===== src/rtl/if_stage.sv =====
// Instruction fetch stage: a PC sequencer issues one-cycle-latency memory reads
// under a credit rule, and the responses land in a small in-order instruction
// buffer that feeds the decoder through a valid/ready handshake.
module if_stage #(
    parameter logic [31:0] RESET_PC = 32'h0000_0000,
    parameter int unsigned DEPTH    = 2
) (
    input  logic        clk_i,
    input  logic        rst_i,
    input  logic        start_i,
    output logic        imem_req_o,
    output logic [31:0] imem_addr_o,
    input  logic [31:0] imem_data_i,
    output logic [31:0] instr_o,
    output logic [31:0] pc_o,
    output logic        instr_valid_o,
    input  logic        instr_ready_i,
    input  logic        redirect_i,
    input  logic [31:0] redirect_pc_i
);

    localparam int unsigned PTR_W = $clog2(DEPTH);
    localparam int unsigned CNT_W = $clog2(DEPTH + 1);
    localparam logic [PTR_W-1:0] LAST_PTR = PTR_W'(DEPTH - 1);
    localparam logic [CNT_W-1:0] DEPTH_C  = CNT_W'(DEPTH);
    localparam logic [CNT_W:0]   DEPTH_W  = (CNT_W + 1)'(DEPTH);

    typedef enum logic {
        IDLE = 1'b0,
        RUN  = 1'b1
    } state_e;

    typedef struct packed {
        logic [31:0] pc;
        logic [31:0] instr;
    } entry_t;

    state_e           state_q, state_d;
    logic [31:0]      pc_q, pc_d;
    logic             inflight_q, inflight_d;
    logic [31:0]      req_pc_q, req_pc_d;
    logic [PTR_W-1:0] rd_ptr_q, rd_ptr_d;
    logic [PTR_W-1:0] wr_ptr_q, wr_ptr_d;
    logic [CNT_W-1:0] count_q, count_d;
    entry_t           fifo_q [DEPTH];

    logic   pop;
    logic   wr_en;
    logic   credit_ok;
    entry_t head;

    // Low address bits are forced to zero on redirect, so they are never read.
    logic unused_redirect_bits;
    assign unused_redirect_bits = ^redirect_pc_i[1:0];

    // Pointers wrap at DEPTH, which need not be a power of two.
    function automatic logic [PTR_W-1:0] ptr_inc(input logic [PTR_W-1:0] p);
        return (p == LAST_PTR) ? '0 : p + 1'b1;
    endfunction

    assign instr_valid_o = (count_q != '0);
    assign pop           = instr_valid_o & instr_ready_i;
    // A response is only written when it was not killed by a redirect this cycle.
    assign wr_en         = inflight_q & ~redirect_i;
    // count + inflight - pop < DEPTH, rearranged to avoid a subtraction.
    assign credit_ok     = ({1'b0, count_q} + (CNT_W + 1)'(inflight_q))
                           < (DEPTH_W + (CNT_W + 1)'(pop));
    assign imem_req_o    = (state_q == RUN) & ~redirect_i & credit_ok;
    assign imem_addr_o   = pc_q;

    // Storage is masked while empty so outputs read zero out of reset.
    assign head    = fifo_q[rd_ptr_q];
    assign instr_o = instr_valid_o ? head.instr : '0;
    assign pc_o    = instr_valid_o ? head.pc    : '0;

    // Next-state logic for the fetch FSM, PC, in-flight tracker and FIFO control.
    always_comb begin
        // NOTE: every variable gets a default first so no path can infer a latch.
        state_d    = start_i ? RUN : IDLE;
        pc_d       = pc_q;
        inflight_d = imem_req_o;
        req_pc_d   = pc_q;
        rd_ptr_d   = rd_ptr_q;
        wr_ptr_d   = wr_ptr_q;
        count_d    = count_q;

        if (redirect_i) begin
            pc_d     = {redirect_pc_i[31:2], 2'b00};
            rd_ptr_d = '0;
            wr_ptr_d = '0;
            count_d  = '0;
        end else begin
            if (imem_req_o) begin
                pc_d = pc_q + 32'd4;
            end
            if (wr_en) begin
                wr_ptr_d = ptr_inc(wr_ptr_q);
            end
            if (pop) begin
                rd_ptr_d = ptr_inc(rd_ptr_q);
            end
            case ({wr_en, pop})
                2'b10:   count_d = count_q + 1'b1;
                2'b01:   count_d = count_q - 1'b1;
                default: count_d = count_q;
            endcase
        end
    end

    // Control state registers, cleared asynchronously so outputs reset without a clock.
    always_ff @(posedge clk_i or negedge rst_i) begin
        // NOTE: sequential state uses non-blocking assignments so all registers update together.
        if (!rst_i) begin
            state_q    <= IDLE;
            pc_q       <= RESET_PC;
            inflight_q <= 1'b0;
            req_pc_q   <= '0;
            rd_ptr_q   <= '0;
            wr_ptr_q   <= '0;
            count_q    <= '0;
        end else begin
            state_q    <= state_d;
            pc_q       <= pc_d;
            inflight_q <= inflight_d;
            req_pc_q   <= req_pc_d;
            rd_ptr_q   <= rd_ptr_d;
            wr_ptr_q   <= wr_ptr_d;
            count_q    <= count_d;
        end
    end

    // Instruction buffer storage: captures the returning response at the tail.
    always_ff @(posedge clk_i) begin
        // NOTE: storage has no reset; count_q alone decides which entries are valid.
        if (wr_en) begin
            fifo_q[wr_ptr_q] <= '{pc: req_pc_q, instr: imem_data_i};
        end
    end

    // The credit rule must make a write into a full buffer impossible.
    a_no_overflow : assert property (@(posedge clk_i) disable iff (!rst_i)
        !(wr_en && (count_q == DEPTH_C)));

endmodule

===== config.mk =====
export PLATFORM = sky130hd
export DESIGN_NAME = if_stage
export DESIGN_NICKNAME = d
export VERILOG_FILES = /design/src/rtl/if_stage.sv
export SDC_FILE = /design/constraint.sdc
export NUM_CORES = 1
export LEC_CHECK = 0
export ABC_CLOCK_PERIOD_IN_PS = 14500
export CORE_MARGIN = 2
export CORE_UTILIZATION = 51
export CTS_CLUSTER_SIZE = 14
export DETAILED_ROUTE_END_ITERATION = 6
export PLACE_DENSITY_LB_ADDON = 0.1
export SETUP_SLACK_MARGIN = 0.3
export SLEW_MARGIN = 25
export SYNTH_ARGS = -nofsm -noshare
export SYNTH_HDL_FRONTEND = slang
export SYNTH_SLANG_ARGS = --single-unit
export TNS_END_PERCENT = 1

===== constraint.sdc =====
create_clock -name clk_i -period 14.5 [get_ports clk_i]
set_input_delay 2.9 -clock clk_i [delete_from_list [all_inputs] [get_ports clk_i]]
set_output_delay 2.9 -clock clk_i [all_outputs]
set_load 0.01 [all_outputs]

==> out/qor.yml <==
timing_worst_setup_path_type: "primary input to output pin"
finalSetupTns_ns: 0
hold_violations: 0
grt_pass1_vias: 4855
async_reset_ff_share_pct: 34.7
die_x_um: 127
synth_edf_count: 124
drcViolationCount: 0
yosysSeqAreaShare_pct: 69.8
max_freq_ghz: 0.127
outcome: "complete, no violations"
drt-total-wl_mm: 15.4
yosys-top-cells-count: "124 x edfxtp_1, 68 x nor2_1, 66 x dfrtp_1, 64 x mux2i_1, 34 x nand2_1"
hpwlAfterDp_mm: 9.72
worst_path_most_repeated_cell: "clkdlybuf4s50_1"
drive_gt1_share_pct: 8.24
pre_cts_ws_ns: 6.62
setup_viol: 0
setup_ws_ns: 6.62
ant_nets: 0
grt_remaining_overflow: 0
cts.path.max_buffers: 2
yosysMostFrequentCell: "edfxtp_1"
total_leakage_power_nw: 3.44
ys_ff_latch: 190
max_stage_delay_ns: 0.57
synthCells: 538
core-area_mm2: 0.0146
synth.distinct_cells: 45
ys.flop_type: "edfxtp_1"
period_needed_ns: 7.88
power_mw: 1.17
wl_per_cell_um: 17.3
tritoncts: "yes"
grt_setup_unrepaired: "false"
grt_max_degree: 67
dieArea_mm2: 0.0161
cts_resized: 0
worst_slew_margin_rel_pct: 41.9
drt_first_pass_iters: 4
synth_area_leaders: "edfxtp_1 48%, dfrtp_1 21%, mux2i_1 8.3%, nor2_1 3.3%, nand2_1 1.7%"
tightest_slew_ns: 0.871
powerDensity_mw_per_mm2: 117
start_util_pct: 52.6
crit_chain: "clkdlybuf4s50_1, o21ai_1, o21ai_0, nand2_1, nor2_1, clkdlybuf4s50_1"
hold_ws_ns: 0.444
multi_input_comb_area_mm2: 0.00217
cap_violations: 0
cp-end-kind: "output pin"
vias: 4715
cts_inserted_buffers: 17
via_per_inst: 5.31
start_kind: "primary input"
finClkSkew_ns: 0.00583
ff_latch_area_mm2: 0.00538
placedCellCount: 856
synth_area_leader_cell: "edfxtp_1"
rows: 44
cts_setup_buffers: 0
crit_fanout: 6
synth_warnings: 0
slowest_stage: "clkdlybuf4s50_1"
antenna_found_initial: 0
cts_max_level: 4
required_ns: 11.60
min_path_type: "flip-flop to flip-flop"
clock_latency_ns: 0.42
grt_pass1_wl_mm: 25.0
antenna_cells: 0
area_delta_synth_final_pct: 29.4
cp.arrival_ns: 4.98
layout.nets: 763
num_io_pins: 167
syn_area_mm2: 0.00770
postCtsHoldBufs: 0
globalplace.congestion: 0.799
period_share_pct: 54.3
fin_cells: 888
drt_iter0_drc: 351
cts_sinks: 190
drv_slew: 0
clkSlewWorstSetupHoldPaths_ns: 0.06
nFillCells: 1055
synth_top_area_share_pct: 48.3
syn-mean-instance-area_um2: 14.3
die_h_um: 127
cts-root-buf: "clkbuf_16"
peakVddDrop_v: 0.0000883
grt_usage_pct: 19.9
portBuffers: 160
## metal layers
layer | vias up | share of wire, % | global-route usage (%)
met2 | 151 | 48 | 32.0
met1 | 2300 | 45 | 27.1
met5 | - | 0 | 0
li1 | 2247 | - | -
met4 | 0 | 1.3 | 6.53
met3 | 17 | 5.8 | 4.64
## worst max-delay path: cells and delay by family
| family | cells | cell delay, ns |
|---|---|---|
| and+or+nand+nor | 2 | 0.41 |
| buffers and inverters | 2 | 1.07 |
| AOI/OAI and AO/OA | 2 | 0.59 |
## area by class of cell
type	instances	area share, %
clock buffers	21	4.62
clock inverters	11	0.690
inverters	2	0.0753
multi-input cells	314	21.8
flip-flops and latches	190	54.0
well taps	184	2.31
repair buffers	166	16.5
## cell families (layout without fill, tap and decap cells)
family / Yosys count / after routing / share of synthesized area, %
AND/OR/NAND/NOR: 178 / 178 / 12.8
AO/OA/AOI/OAI: 32 / 32 / 2.36
multiplexers: 69 / 69 / 9.05
adder cells (fa/ha/maj): 3 / 3 / 0.487
XOR/XNOR: 28 / 28 / 3.18
flip-flops: 190 / 190 / 69.8
other: 1 / 4 / 0.0487
buffers and inverters: 37 / 200 / 2.34
## state kept, by name, summed over array words and instances, names as in the netlist
register	flops
wr_ptr_q	1
count_q	2
fifo_q	124
imem_addr_o	30
req_pc_q	30
inflight_q	1
state_q	1
rd_ptr_q	1
## power breakdown
part	total (mW)	internal [mW]	switching, mW
Sequential	0.634	0.608	0.0259
Combinational	0.117	0.0641	0.0525
Clock	0.416	0.227	0.189
## through the flow
step                util [%]  cell area (µm²)
floorplan                  -             7710
global placement        64.3             9420
finish                  68.1             9970
CTS                     68.1             9970
detailed placement      64.4             9440
global route            68.1             9970
## worst paths after layout
path                                from               to  slack, ns  cells past startpoint
max                        instr_ready_i       imem_req_o       6.62                      6
max in group asynchronous          rst_i         rd_ptr_q      11.21                      2
min in group asynchronous          rst_i     req_pc_q[19]       2.65                      2
min reg2reg                  req_pc_q[7]    fifo_q[1][39]       0.44                      0
max reg2reg                   inflight_q  imem_addr_o[31]      11.68                      7
min                          req_pc_q[7]    fifo_q[1][39]       0.44                      0
## cells in the final DEF (no fill, tap or decap), types with 11 or more instances in the layout
cell type / instances
clkbuf_16: 17
clkdlybuf4s50_1: 158
dfrtp_1: 65
edfxtp_1: 124
mux2i_1: 64
nand2_1: 34
nand3_1: 13
nor2_1: 67
o21ai_0: 13
o21ai_1: 11
xnor2_1: 14
xor2_1: 14
No activity file was read; power rests on OpenSTA's default activity.
